**config.mk**
```make
export PLATFORM = sky130hd
export DESIGN_NAME = alu_arbiter
export DESIGN_NICKNAME = d
export VERILOG_FILES = /design/src/rtl/alu_pkg.sv /design/src/rtl/alu_core.sv /design/src/rtl/alu_arbiter.sv
export SDC_FILE = /design/constraint.sdc
export NUM_CORES = 1
export LEC_CHECK = 0
export ABC_AREA = 1
export BUFFER_PORTS_ARGS = -buffer_cell sky130_fd_sc_hd__buf_2
export CAP_MARGIN = 20
export CORE_ASPECT_RATIO = 0.9
export CORE_UTILIZATION = 25
export DETAILED_ROUTE_END_ITERATION = 8
export SYNTH_ARGS = -nofsm -noshare
export SYNTH_HDL_FRONTEND = slang
export SYNTH_SLANG_ARGS = --single-unit
```
**constraint.sdc**
```tcl
create_clock -name clk -period 4.04 [get_ports clk]
set_clock_uncertainty 0.05 [all_clocks]
set_input_delay 0.808 -clock clk [delete_from_list [all_inputs] [get_ports clk]]
set_output_delay 0.808 -clock clk [all_outputs]
set_load 0.005 [all_outputs]
```
**src/rtl/alu_pkg.sv**
```systemverilog
// Shared types and constants for the two-requester ALU arbiter.
package alu_pkg;

  typedef enum logic [2:0] {
    OP_NOP = 3'b000,
    OP_ADD = 3'b001,
    OP_SUB = 3'b010,
    OP_AND = 3'b011,
    OP_NOT = 3'b100,
    OP_OR  = 3'b101,
    OP_CMP = 3'b110,
    OP_BR  = 3'b111
  } opcode_e;

  typedef enum logic [1:0] {
    IDLE = 2'b00,
    EXEC = 2'b01,
    RESP = 2'b10
  } state_e;

  localparam int SUM_W = 9;

  // Operation captured at the accept edge.
  typedef struct packed {
    logic       id;
    logic [2:0] instr;
    logic [7:0] a;
    logic [7:0] b;
    logic [5:0] baddr;
  } op_t;

endpackage

```
**src/rtl/alu_core.sv**
```systemverilog
// Purely combinational ALU; eq_in is the owning requester's stored compare bit.
module alu_core
  import alu_pkg::*;
(
  input  logic [2:0] instr,
  input  logic [7:0] A,
  input  logic [7:0] B,
  input  logic [5:0] baddr,
  input  logic       eq_in,
  output logic [7:0] out,
  output logic       co,
  output logic       eq,
  output logic       branch
);

  logic [SUM_W-1:0] sum;

  always_comb begin
    // NOTE: every output gets a default before the case so no path leaves a
    // variable unassigned, which would otherwise infer a latch.
    out    = '0;
    co     = 1'b0;
    eq     = 1'b0;
    branch = 1'b0;
    sum    = '0;
    case (opcode_e'(instr))
      OP_ADD: begin
        sum       = {1'b0, A} + {1'b0, B};
        {co, out} = sum;
      end
      OP_SUB: begin
        sum       = {1'b0, A} - {1'b0, B};
        {co, out} = sum;
      end
      OP_AND: out = A & B;
      OP_NOT: out = ~A;
      OP_OR:  out = A | B;
      OP_CMP: begin
        eq  = (A == B);
        out = {7'b0, eq};
      end
      OP_BR: begin
        branch = 1'b1;
        out    = eq_in ? {2'b00, baddr} : 8'h00;
      end
      default: ;
    endcase
  end

endmodule

```
**src/rtl/alu_arbiter.sv**
```systemverilog
// Two-requester arbiter in front of a shared ALU: accept, execute, then hold
// the registered response until the consumer takes it.
module alu_arbiter
  import alu_pkg::*;
#(
  parameter bit RR_EN = 1'b1
) (
  input  logic       clk,
  input  logic       rst,
  input  logic       req0_valid,
  output logic       req0_ready,
  input  logic [2:0] req0_instr,
  input  logic [7:0] req0_A,
  input  logic [7:0] req0_B,
  input  logic [5:0] req0_baddr,
  input  logic       req1_valid,
  output logic       req1_ready,
  input  logic [2:0] req1_instr,
  input  logic [7:0] req1_A,
  input  logic [7:0] req1_B,
  input  logic [5:0] req1_baddr,
  output logic       resp_valid,
  input  logic       resp_ready,
  output logic       resp_id,
  output logic [7:0] resp_out,
  output logic       resp_co,
  output logic       resp_eq,
  output logic       resp_branch
);

  state_e     state, state_nxt;
  op_t        op_q;
  logic       ptr;
  logic [1:0] eq_bits;
  logic       grant_id;
  logic       accept;

  logic [7:0] core_out;
  logic       core_co, core_eq, core_branch;

  // Pointer only breaks ties; a lone valid requester always wins.
  assign grant_id = (req0_valid && req1_valid) ? ptr : req1_valid;
  assign accept   = req0_ready || req1_ready;

  always_comb begin
    state_nxt  = state;
    req0_ready = 1'b0;
    req1_ready = 1'b0;
    case (state)
      IDLE: begin
        if (!rst) begin
          req0_ready = req0_valid && !grant_id;
          req1_ready = req1_valid &&  grant_id;
        end
        if (req0_ready || req1_ready) state_nxt = EXEC;
      end
      EXEC:    state_nxt = RESP;
      RESP:    if (resp_ready) state_nxt = IDLE;
      default: state_nxt = IDLE;
    endcase
  end

  alu_core u_core (
    .instr  (op_q.instr),
    .A      (op_q.a),
    .B      (op_q.b),
    .baddr  (op_q.baddr),
    .eq_in  (eq_bits[op_q.id]),
    .out    (core_out),
    .co     (core_co),
    .eq     (core_eq),
    .branch (core_branch)
  );

  // NOTE: state is updated with non-blocking assignments so every register
  // samples pre-edge values regardless of statement order.
  always_ff @(posedge clk) begin
    if (rst) begin
      state       <= IDLE;
      op_q        <= '0;
      ptr         <= 1'b0;
      eq_bits     <= '0;
      resp_valid  <= 1'b0;
      resp_id     <= 1'b0;
      resp_out    <= '0;
      resp_co     <= 1'b0;
      resp_eq     <= 1'b0;
      resp_branch <= 1'b0;
    end else begin
      state <= state_nxt;
      if (accept) begin
        op_q <= grant_id ? op_t'{1'b1, req1_instr, req1_A, req1_B, req1_baddr}
                         : op_t'{1'b0, req0_instr, req0_A, req0_B, req0_baddr};
        ptr  <= RR_EN ? !grant_id : 1'b0;
      end
      if (state == EXEC) begin
        resp_valid  <= 1'b1;
        resp_id     <= op_q.id;
        resp_out    <= core_out;
        resp_co     <= core_co;
        resp_eq     <= core_eq;
        resp_branch <= core_branch;
        // Compare refreshes the owner's bit; anything else clears it.
        eq_bits[op_q.id] <= (opcode_e'(op_q.instr) == OP_CMP) && core_eq;
      end
      if (state == RESP && resp_ready) resp_valid <= 1'b0;
    end
  end

endmodule

```
# Yosys cells after proc, flatten, opt, wreduce, memory -nomap -nowiden
# Index checks and enable logic that the tools add are counted.
# op_classes
add_sub_neg	2
multipliers	0
n_div	0
magnitude_cmp	2
n_eq_ne	12
shift	0
mux	21
bitwise_logic	3
reduce_logical	12
# op_table
op	n
8-bit case mux with 7 select lines	1
26-bit 2-to-1 mux	1
3-bit == test (second input constant)	4
1-bit 2-to-1 mux	12
8-bit by 8-bit adder with 9-bit output	1
8-bit by 8-bit subtractor with 9-bit output	1
8-bit AND	1
8-bit == test	1
8-bit NOT	1
8-bit OR	1
3-bit by 2-bit == test with 1-bit output (second input constant)	2
1-bit logical AND	6
6-bit 2-to-1 mux	1
2-bit case mux with 3 select lines	1
2-bit 2-to-1 mux	2
2-bit inequality test (second input constant)	2
3-bit by 1-bit == test with 1-bit output (second input constant)	1
2-bit bitwise mux	1
2-bit by 1-bit == test with 1-bit output (second input constant)	1
2-bit == test (second input constant)	1
2-bit zero test	1
1-bit logical OR	2
1-bit by 2-bit less-than comparator with 1-bit output (second input constant)	1
1-bit case mux with 2 select lines	1
5 further kinds	5
# totals
regBits	44
latch_bits	0
ramBits	0
mem_bits_ro	0
elab_cells	66
memories	0

# Longest topological paths before layout
# depth
depth_word	9
depth_mapped	13
ltp_nobuf	12

# Hierarchy
# From an unflattened synthesis, not the netlist that was laid out.
# hier_totals
hier_cells	513
hier_area_um2	3284.4
# by_module_without_submodules
mod	n_inst	cells_each	area_per_inst_um2	seq_area_each_um2
alu_arbiter	1	286	1995.7	880.8
alu_core	1	227	1288.7	0.0

# Worst setup path after synthesis
# Ideal clock, no wire load.
# synth_path
path_type	input -> output
startpoint	in req0_valid
endpoint	out req0_ready
arrival_ns	1.329
required_ns	3.182
path_slack_ns	1.853
cell_stages	4
path_buffers	0
cell_sequence	inv_1 > o21ai_4 > inv_2 > nor2_1
# synth_via
elab_chain_len	7
# synth_lines
element	line_no	text
start, declared	alu_arbiter.sv:10	input logic req0_valid,
1-bit logical AND	alu_arbiter.sv:42	assign grant_id = (req0_valid && req1_valid) ? ptr : req1_valid;
1-bit 2-to-1 mux	alu_arbiter.sv:42	
1-bit zero test	alu_arbiter.sv:52	req0_ready = req0_valid && !grant_id;
1-bit logical AND *	alu_arbiter.sv:52	
1-bit 2-to-1 mux *	alu_arbiter.sv:51	if (!rst) begin
1-bit 2-to-1 mux * (2 in a row)	alu_arbiter.sv:49	case (state)
end, declared	alu_arbiter.sv:11	output logic req0_ready,
# Every way passes the cells marked *; elsewhere a longest branch is shown, timed or not. The select of a mux whose other input is x is not followed.

# Worst setup path in the final report
# Ends and elaborated chain as after synthesis.

==> reports/qor.yml <==
pwr:
  cellLeakagePower_nw: 1.73
  pwr_density_cell_mw_per_mm2: 384
  peakVddDrop_uv: 155
routing:
  post_drt_via_cell_ratio: 4.73
  finalWirelength_microns: 8780
  dr_vias: 3195
  drt-wirelength-per-cell_microns: 13.0
  drcViolationCount: 0
  drt_first_iter_violations: 159
  drt-pass1-iter-count: 4
  ant_nets: 0
worst_setup_path:
  critical_path.max_fanout: 27
  timing_worst_setup_path_type: "in2out"
  worst_ep_arrival_time_ps: 2200
  timing.critical_path.slowest_cell_delay_ps: 540
  path_buf_inv: 4
  critPathLaunchType: "primary input"
  path_cells: "buf_2 -> inv_1 -> o21ai_4 -> inv_2 -> nor2_1 -> buf_2"
  worstPathRequired_ps: 3180
  worst_path_max_delay_cell: "sky130_fd_sc_hd__o21ai_4"
  end_kind: "output port"
  worst_path_most_repeated_cell: "sky130_fd_sc_hd__buf_2"
  timing.critical_path.max_delay_family: "buffers and inverters"
final_layout:
  finalNetCount: 602
  filler_cell_count: 1268
  area.growth.synth_to_final_pct: 21.4
  stdcell_area_sq_mm: 0.00368
  layout-drive-gt1-share_pct: 17.9
  antenna-diode-count: 0
die:
  die_h_microns: 106
  core.rowCount: 37
  start_util_pct: 26.1
  chipWidth_microns: 118
  design.die.area_sq_mm: 0.0126
  design.core.area_sq_mm: 0.0116
  num_io_pins: 70
logic_synthesis:
  ys.warnings.count: 0
  synth_cell_types: 29
  post_synthesis_instance_area_sq_mm: 0.00303
  syn_avg_cell_area_sq_um: 6.59
  synth-seq-area-share_pct: 29.1
  synth_nets: 543
  async_reset_ff_share_pct: 0
  synth_top_cells_by_area: "sky130_fd_sc_hd__dfxtp_1 29%, sky130_fd_sc_hd__nand2_1 15%, sky130_fd_sc_hd__ha_1 11%"
  synthCells: 460
  synth_seq_cells: 44
  synth_edf_count: 0
  synth-main-ff-cell: "sky130_fd_sc_hd__dfxtp_1"
  synthDominantCellAreaShare_pct: 29.1
  post-synth-top-area-cell: "sky130_fd_sc_hd__dfxtp_1"
timing:
  timing.final.crit_share_pct: 75.8
  period_minus_slack_ps: 3060
  worst_pin_slew_ps: 687
  maxClockFrequency_ghz: 0.327
  report.final.setup_viol: 0
  fin_tns_setup_ps: 0
  maxSlewViolCount: 0
  rsz0062_at_grt: "no"
  hold_violations: 0
  maxSlewHeadroom_pct: 54.1
grt:
  met1_usage_pct: 20.2
  grt_max_degree: 52
  grt_remaining_overflow: 0
  first_pass_grt_wire_length_microns: 14900
  use_met2_pct: 23.3
  grt_busiest_layer: "met2"
  grt_antenna_before_repair: 0
  globalRouteTotalUtil_pct: 14.5
  gr-usage-met3_pct: 1.93
  grt_pass1_vias: 3160
placement:
  place_congestion: 0.887
  hpwl_microns: 7060
  placed_area_sq_mm: 0.00350
  io_buffers: 69
min_path:
  min-delay-path-class: "reg2reg"
cts:
  cts-buffers-inserted: 5
  cts_tree: "built"
  cts-htree-levels: 2
  worstSkewPairLatency_ps: 280
  cts_setup_buffers: 0
  tritoncts_num_sinks: 44
  cts_hold_repair.buffers: 0
  clockRootBuffer: "sky130_fd_sc_hd__clkbuf_16"
  cts_resized: 0
  clock_tree.buffer_depth: 2
  clk_pin_slew_worst_paths_ps: 60
job:
  max-cap-violations: 0
outcome:
  status: "finished clean"
==> metal layers <==
metal / vias up / share of wire (%)
met5: - / 0
met4: 0 / 1.7
met3: 12 / 4.6
met2: 96 / 42
met1: 1449 / 51
li1: 1638 / -
==> per-stage QoR <==
step                setup slack (ps)  hold slack, ps  power, mW  utilization (%)  instances
CTS                              972             418       1.42             31.6        676
global placement                 997             406      0.935             30.1        668
global route                     793             440       1.50             31.6        676
floorplan                       1850             406      0.812                -        460
finish                           979             418       1.41             31.6        676
detailed placement               979             409      0.943             30.1        668
==> worst paths after layout <==
path | start | to | slack, ps | cells after the start
setup / recovery | req0_valid | req0_ready | 980 | 6
hold / removal | resp_out[2]$_SDFFE_PP0N_ | resp_out[2]$_SDFFE_PP0N_ | 420 | 2
setup reg to reg | op_q[6]$_SDFFE_PP0P_ | resp_co$_SDFFE_PP0N_ | 1860 | 12
hold reg to reg | resp_out[2]$_SDFFE_PP0N_ | resp_out[2]$_SDFFE_PP0N_ | 420 | 2
==> cell usage after synthesis (3+ instances only) <==
cell type / number
sky130_fd_sc_hd__inv_2: 8
sky130_fd_sc_hd__clkbuf_1: 10
sky130_fd_sc_hd__nand4_1: 10
sky130_fd_sc_hd__buf_2: 8
sky130_fd_sc_hd__o22ai_1: 3
sky130_fd_sc_hd__nor2_2: 3
sky130_fd_sc_hd__nor2_1: 25
sky130_fd_sc_hd__inv_1: 56
sky130_fd_sc_hd__nand2_1: 121
sky130_fd_sc_hd__nor3_1: 3
sky130_fd_sc_hd__o21ai_0: 25
sky130_fd_sc_hd__dfxtp_1: 44
sky130_fd_sc_hd__a21oi_1: 27
sky130_fd_sc_hd__ha_1: 26
sky130_fd_sc_hd__a31oi_1: 26
sky130_fd_sc_hd__o21ai_1: 11
sky130_fd_sc_hd__o211ai_1: 4
sky130_fd_sc_hd__nand3_1: 36
==> power breakdown <==
part	total [mW]	switching, mW	internal, mW
clock	0.475	0.165	0.309
sequential	0.516	0.0398	0.476
combinational	0.419	0.270	0.150
==> state kept, by name (all words and copies together), names as in the netlist <==
name / cells
op_q: 26
state: 2
resp_out: 8
eq_bits: 2
ptr: 1
resp_valid: 1
resp_id: 1
resp_branch: 1
resp_eq: 1
resp_co: 1
==> tightest hold or removal path, delay by kind of cell (launching register included) <==
family           cells  cell delay (ps)
flip-flops           1              310
AND/OR/NAND/NOR      1               60
AO/OA/AOI/OAI        1               50
==> layout by cell type, fill, tap and decap left out, types with 4 or more instances in the layout <==
master / netlist / final
sky130_fd_sc_hd__o21ai_1: 11 / 11
sky130_fd_sc_hd__a31oi_1: 26 / 26
sky130_fd_sc_hd__o21ai_0: 25 / 25
sky130_fd_sc_hd__nand3_1: 36 / 36
sky130_fd_sc_hd__nand4_1: 10 / 10
sky130_fd_sc_hd__nand2_1: 121 / 121
sky130_fd_sc_hd__buf_2: 8 / 69
sky130_fd_sc_hd__a21oi_1: 27 / 27
sky130_fd_sc_hd__o211ai_1: 4 / 4
sky130_fd_sc_hd__inv_1: 56 / 56
sky130_fd_sc_hd__clkbuf_16: 0 / 5
sky130_fd_sc_hd__dfxtp_1: 44 / 44
sky130_fd_sc_hd__inv_2: 8 / 8
sky130_fd_sc_hd__nor2_1: 25 / 25
sky130_fd_sc_hd__ha_1: 26 / 26
==> kinds of logic after synthesis <==
logic type | after synthesis | synth area share (%)
compound gates | 101 | 19.0
fa+ha+maj | 28 | 12.1
buf+inv | 82 | 10.5
flops | 44 | 29.1
simple gates | 205 | 29.4
==> layout make-up <==
class	instances	area, sq um	area share (%)
multi-input combinational	334	1830	49.8
sequential	44	881	24.0
timing repair buffer	70	353	9.60
inverter	64	240	6.53
tap	156	195	5.31
clock buffer	6	139	3.78
clock inverter	2	38.8	1.05
Power figures use the tool's default switching activity.
